[config.mk]
export PLATFORM = sky130hd
export DESIGN_NAME = instr_receiver
export DESIGN_NICKNAME = d
export VERILOG_FILES = /design/src/rtl/instr_receiver_pkg.sv /design/src/rtl/instr_receiver.sv
export SDC_FILE = /design/constraint.sdc
export NUM_CORES = 1
export LEC_CHECK = 0
export BUFFER_PORTS_ARGS = -buffer_cell sky130_fd_sc_hd__clkbuf_2
export CAP_MARGIN = 10
export CELL_PAD_IN_SITES_DETAIL_PLACEMENT = 0
export CELL_PAD_IN_SITES_GLOBAL_PLACEMENT = 1
export CORE_ASPECT_RATIO = 1.5
export CORE_MARGIN = 2
export CORE_UTILIZATION = 36
export CTS_CLUSTER_SIZE = 8
export DETAILED_ROUTE_END_ITERATION = 8
export PLACE_DENSITY_LB_ADDON = 0.25
export SLEW_MARGIN = 5
export SYNTH_ARGS = -nofsm -noshare
export SYNTH_HDL_FRONTEND = slang
export SYNTH_SLANG_ARGS = --single-unit
[constraint.sdc]
create_clock -name clk -period 2.6 [get_ports clk]
set_clock_uncertainty 0.15 [all_clocks]
set_input_delay 0.26 -clock clk [delete_from_list [all_inputs] [get_ports clk]]
set_output_delay 0.26 -clock clk [all_outputs]
set_load 0.05 [all_outputs]
[src/rtl/instr_receiver_pkg.sv]
// instr_receiver_pkg: shared softMC constants, opcodes and receiver state encodings.
package instr_receiver_pkg;
    localparam int INSTR_W = 32;
    localparam int CNT_W   = 11;
    localparam int CNT_MAX = 2047;
    localparam logic [3:0] END_ISEQ = 4'hF;
    localparam logic [3:0] STOP     = 4'hE;
    typedef enum logic [1:0] {
        IDLE     = 2'b00,
        RECV     = 2'b01,
        DISPATCH = 2'b10,
        DRAIN    = 2'b11
    } rx_state_t;
endpackage

[src/rtl/instr_receiver.sv]
// instr_receiver: accepts upstream instructions into the FIFO and hands complete
// transactions (terminated by END_ISEQ) to the dispatcher.
module instr_receiver
    import instr_receiver_pkg::*;
(
    input  logic               clk,
    input  logic               rst,
    input  logic               app_en,
    input  logic [INSTR_W-1:0] app_instr,
    output logic               app_ack,
    input  logic               looping,
    input  logic               dispatcher_busy,
    input  logic               fifo_full,
    output logic               fifo_wr_en,
    output logic [INSTR_W-1:0] fifo_data,
    output logic               process_tr,
    output logic [CNT_W-1:0]   instr_count,
    output logic               overflow,
    output logic [1:0]         state_out
);
    rx_state_t          r_state, w_next;
    logic               r_wr_en, r_pulse, r_overflow;
    logic [INSTR_W-1:0] r_data;
    logic [CNT_W-1:0]   r_count;
    logic               w_accept_ok, w_is_end, w_wr, w_start;

    assign w_accept_ok = !fifo_full && ((r_state == IDLE && !dispatcher_busy) || r_state == RECV);
    assign app_ack     = app_en && w_accept_ok && rst;
    assign w_is_end    = app_instr[31:28] == END_ISEQ;
    assign w_wr        = app_ack && !w_is_end;
    assign w_start     = app_ack && r_state == IDLE;

    always_comb begin
        w_next = r_state;
        case (r_state)
            IDLE, RECV: w_next = !app_ack ? r_state : (w_is_end && !looping) ? DISPATCH : RECV;
            DISPATCH:   w_next = dispatcher_busy ? DRAIN : DISPATCH;
            DRAIN:      w_next = dispatcher_busy ? DRAIN : IDLE;
            default:    w_next = IDLE;
        endcase
    end

    always_ff @(posedge clk) begin
        if (!rst) begin
            r_state    <= IDLE;
            r_wr_en    <= 1'b0;
            r_data     <= '0;
            r_pulse    <= 1'b0;
            r_count    <= '0;
            r_overflow <= 1'b0;
        end else begin
            r_state <= w_next;
            r_wr_en <= w_wr;
            r_pulse <= app_ack && w_is_end && looping;
            if (w_wr)
                r_data <= app_instr;
            // A new transaction or a loop boundary restarts the count; the first word counts too
            if (w_start || (app_ack && w_is_end && looping))
                r_count <= w_wr ? CNT_W'(1) : '0;
            else if (w_wr && r_count != CNT_W'(CNT_MAX))
                r_count <= r_count + CNT_W'(1);
            if (w_start)
                r_overflow <= 1'b0;
            else if (w_wr && r_count == CNT_W'(CNT_MAX))
                r_overflow <= 1'b1;
        end
    end

    assign fifo_wr_en  = r_wr_en;
    assign fifo_data   = r_data;
    assign process_tr  = r_pulse || r_state == DISPATCH;
    assign instr_count = r_count;
    assign overflow    = r_overflow;
    assign state_out   = r_state;
endmodule

* Yosys cells after proc, flatten, opt, wreduce, memory -nomap -nowiden
Cells that the tools add are included.
Storage, ports and cells: input port bits 38, output and inout port bits 49, word-level logic and storage cells 45, bits in registers 48
Operators by class: eq/ne operators 7, muxes and demuxes 8, reductions and logical operators 22, add/subtract/negate cells 1, bitwise logic cells 1
Operators with widths (count):
- 11-bit 2-to-1 mux | 2
- 11-bit by 1-bit adder with 11-bit output, second input constant | 1
- 11-bit equality test, second input constant | 1
- 1-bit logical AND | 11
- 11-bit inequality test, second input constant | 1
- 2-bit 2-to-1 mux | 3
- 2-bit case mux with 3 select lines | 1
- 2-bit equality test, second input constant | 2
- 4-bit equality test, second input constant | 1
- 1-bit zero test | 4
- 2-bit OR reduction | 2
- 1-bit logical OR | 3
- 2-bit by 1-bit equality test with 1-bit output, second input constant | 1
- 2-bit zero test | 1
- 1-bit 2-to-1 mux | 2
- 2-bit inequality test, second input constant | 1
- 2-bit nonzero test | 1
- 1-bit inverter | 1

* Longest topological paths before layout
word-level depth 10, mapped depth 8, gate-level depth less buffers 5

* Least setup slack after synthesis
OpenSTA, ideal clock, no wires.
kind reg-to-reg, start point register r_count[2] (netlist: instr_count[2]), end point register r_count[0] (netlist: instr_count[0]), library setup time 91 ps, data arrival time 1772 ps, period minus slack after synthesis 2013 ps, buffers on the path 1, required time 2359 ps, stages on the path, launching flop included 6, setup slack 587 ps, cells stage by stage dfxtp_1 -> nand4_1 -> nor3_4 -> buf_4 -> nor4_1 -> a311oi_1
On the way: word-level cells in the longest chain between the ends 3
Ends and longest elaborated chain:
- from (decl) | RTL line instr_receiver.sv:24 | logic [CNT_W-1:0] r_count;
- from (signal assigned) | RTL line instr_receiver.sv:59 | r_count <= w_wr ? CNT_W'(1) : '0;
- from (signal assigned) | RTL line instr_receiver.sv:61 | r_count <= r_count + CNT_W'(1);
- 11-bit inequality test | RTL line instr_receiver.sv:60 | else if (w_wr && r_count != CNT_W'(CNT_MAX))
- 1-bit logical AND | RTL line instr_receiver.sv:60
- 2-bit nonzero test (no source line)
Every way passes these cells. A chain may end at the register's enable or synchronous reset.

* Worst setup path after layout
start point register r_state[0] (netlist: state_out[0]), end point register r_count[0] (netlist: instr_count[0])
On the way: word-level cells in the longest chain between the ends 10, elaborated cells between the ends (all ways) 16, those cells by class 1 x eq/ne; 2 x mux; 13 x reduce/logical
Ends and longest elaborated chain:
- from (decl) | RTL line instr_receiver.sv:21 | rx_state_t r_state, w_next;
- from (signal assigned) | RTL line instr_receiver.sv:52 | r_state <= w_next;
- 2-bit zero test | RTL line instr_receiver.sv:27, instr_receiver.sv:31
- 1-bit logical AND | RTL line instr_receiver.sv:27 | assign w_accept_ok = !fifo_full && ((r_state == IDLE && !dispatcher_busy) || r_state == RECV);
- 1-bit logical OR | RTL line instr_receiver.sv:27
- 1-bit logical AND | RTL line instr_receiver.sv:27
- 1-bit logical AND (2 in a row) | RTL line instr_receiver.sv:28 | assign app_ack = app_en && w_accept_ok && rst;
- 1-bit logical AND (2 in a row) | RTL line instr_receiver.sv:58 | if (w_start || (app_ack && w_is_end && looping))
- 1-bit logical OR | RTL line instr_receiver.sv:58
- 11-bit 2-to-1 mux or 2-bit nonzero test (tied branches)
Parallel ways exist; a longest one is shown, timed or not.

==> impl_metrics.yaml <==
detailed_routing:
  wl_per_cell_microns: 13.69
  first_iter_violations: 104
  post-route-drc-count: 0
  first_pass_iters: 4
  via_count: 1961
  via_per_inst: 5.094
  wirelength_microns: 5271
  ant_nets: 0
global_route:
  grt_pass1_wl_microns: 8176
  grtUsageMet2: 0.2955
  grtUsageTotal: 0.1663
  use_met1: 0.1971
  grt-busiest-layer: "met2"
  met3_usage: 0.03360
  grt_max_degree: 45
  globalRoute.totalOverflow: 0
  grt_antenna_before_repair: 0
  grt_pass1_vias: 1747
synth:
  synth.avg_cell_area_sq_um: 8.894
  netlist-cell-type-count: 43
  yosysTopAreaCellShare: 0.4677
  yosys_most_used_dff: "dfxtp_1"
  synth_top_area_cell: "dfxtp_1"
  synth_nets: 270
  ys_seq_area_frac: 0.4677
  async_reset_ff_frac: 0
  netlist_area_sq_um: 2054
  yosys_warnings: 0
  synth_edf_count: 0
  synth-seq-cells: 48
  netlist_instances: 231
  synth_area_leaders: "dfxtp_1, nand2_1, a21boi_1"
clocking:
  clkLatencyLatePin_ps: 290
  cts_tree: "built"
  cts_buffers: 5
  cts_setup_buffers: 0
  cts_root_buffer: "clkbuf_8"
  path_clk_slew_ps: 90
  cts_sinks: 48
  hold_buffers: 0
  cts_max_level: 2
  cts_resized: 0
  clockBufferDepth: 2
sta:
  slew_headroom: 0.5926
  fin_crit_ps: 2061
  finalMaxSlewViolations: 0
  rsz0062_at_grt: "no"
  setup-violations-final: 0
  hold_slack_ps: 27.62
  worstMarginPinSlew_ps: 607.0
  tns_ps: 0
  period_share: 0.7928
  fmax_mhz: 485.1
  hold_viol: 0
critical_path:
  worst-endpoint-arrival_ps: 2120
  worstPathRequired_ps: 2650
  start_kind: "flop"
  rrSetupSlack_ps: 540
  worstRegToRegCells: 5
  worstPathMaxFanout: 34
  path_class: "reg -> reg"
  cp-end-kind: "flop"
  reg2reg_to: "instr_count[0]"
  reg2reg_from: "state_out[0]"
outcome:
  status: "finished clean"
finish:
  drive_above_1_share: 0.3492
  fill_cells: 579
  diodes: 0
  final_nets: 353
  area_growth_pct: 28.26
  final_cells: 385
  fin_area_sq_um: 2635
worst_hold_path:
  hold_start: "app_instr[2]"
  hp-class: "in -> reg"
  hold-path-endpoint: "fifo_data[2]"
  hold_path_depth: 3
run:
  maxCapViolCount: 0
placed_design:
  placed_cells: 377
  port-buffer-count: 86
  gp_congestion: 0.7526
  dp_hpwl_microns: 3802
  place_area_sq_um: 2527
floorplan:
  dieArea_sq_um: 6339
  dieWidth_microns: 65.68
  io_pins: 87
  placementRows: 33
  die_height_microns: 96.52
  initial_core_util: 0.3741
  core_sq_um: 5492
power:
  ir_drop_uv: 310.0
  p_per_area_nw_per_um2: 546.4
  total_leakage_power_nw: 1.107
-- cell families after synthesis --
group,Yosys count,share of synthesized area
AND/OR/NAND/NOR,96,0.2400
AO/OA/AOI/OAI,62,0.2223
flip-flops,48,0.4677
buffers and inverters,21,0.04933
multiplexers,3,0.01462
adder cells (fa/ha/maj),1,0.006089
-- Yosys cell counts (5+ instances only) --
cell      count
nor4_1        6
a21boi_1     20
nand2_1      61
a21boi_0      8
o211ai_1      6
dfxtp_1      48
clkbuf_1      6
a21oi_1       7
inv_1         6
o221a_2       5
buf_4         5
-- per-layer routing --
metal / up-vias / share of wire
li1: 983 / -
met1: 916 / 0.43
met2: 56 / 0.51
met3: 6 / 0.049
met4: 0 / 0.013
met5: - / 0
-- area by class of cell --
cell class | count | area (sq um) | share of cell area
multi-input cells | 162 | 992.2 | 0.3765
repair buffers | 90 | 460.4 | 0.1747
flip-flops and latches | 48 | 960.9 | 0.3647
clock buffers | 6 | 72.57 | 0.02754
clock inverters | 2 | 35.03 | 0.01330
inverters | 7 | 26.28 | 0.009971
well taps | 70 | 87.58 | 0.03324
-- how the worst max path moves through the flow --
| stage | startpoint | endpoint | slack, ps | cells past startpoint |
|---|---|---|---|---|
| 2_1_floorplan | instr_count[2] | instr_count[0] | 590 | 5 |
| 3_3_place_gp | fifo_full | instr_count[8] | 630 | 6 |
| 3_5_place_dp | state_out[0] | instr_count[0] | 540 | 5 |
| 4_1_cts | state_out[0] | instr_count[0] | 530 | 5 |
| 5_1_grt | state_out[0] | instr_count[0] | 340 | 5 |
| 6_report | state_out[0] | instr_count[0] | 540 | 5 |
-- worst max-delay path: stages, from the launching register on --
cell and delay [ps]:
dfxtp_1 450, or2b_1 290, nand3_2 210, inv_2 470, o21ai_0 180, a311oi_1 220
-- stage by stage --
step | total power, mW | worst slack, ps | utilization
global route | 1.502 | 342.2 | 0.4798
detailed placement | 0.9335 | 543.9 | 0.4602
global placement | 0.9329 | 630.0 | 0.4602
floorplan | 0.8764 | 586.9 | -
finish | 1.440 | 538.6 | 0.4798
CTS | 1.466 | 528.4 | 0.4798
-- where the power goes --
part / switching (mW) / total (mW) / leakage (nW) / internal [mW]
combinational: 0.105 / 0.158 / 0.663 / 0.0528
clock: 0.240 / 0.526 / 0.0552 / 0.286
sequential: 0.00840 / 0.757 / 0.388 / 0.748
-- layout by cell type, fill, tap and decap left out, drive strengths merged, types with 2 or more instances in the layout --
cell type / count
a21boi: 28
a21oi: 8
and4: 3
buf: 4
clkbuf: 92
dfxtp: 48
inv: 7
mux2i: 3
nand2: 62
nand3: 4
nand4: 5
nor2: 3
nor3: 2
nor4: 6
o211ai: 6
o21a: 2
o21ai: 5
o221a: 5
o31ai: 4
or4: 3
-- sequential cells by signal, indices dropped and copies added (netlist names) --
name         count
state_out        2
r_pulse          1
overflow         1
fifo_data       32
instr_count     11
fifo_wr_en       1
Note: power is estimated with default switching activity, not from simulation.
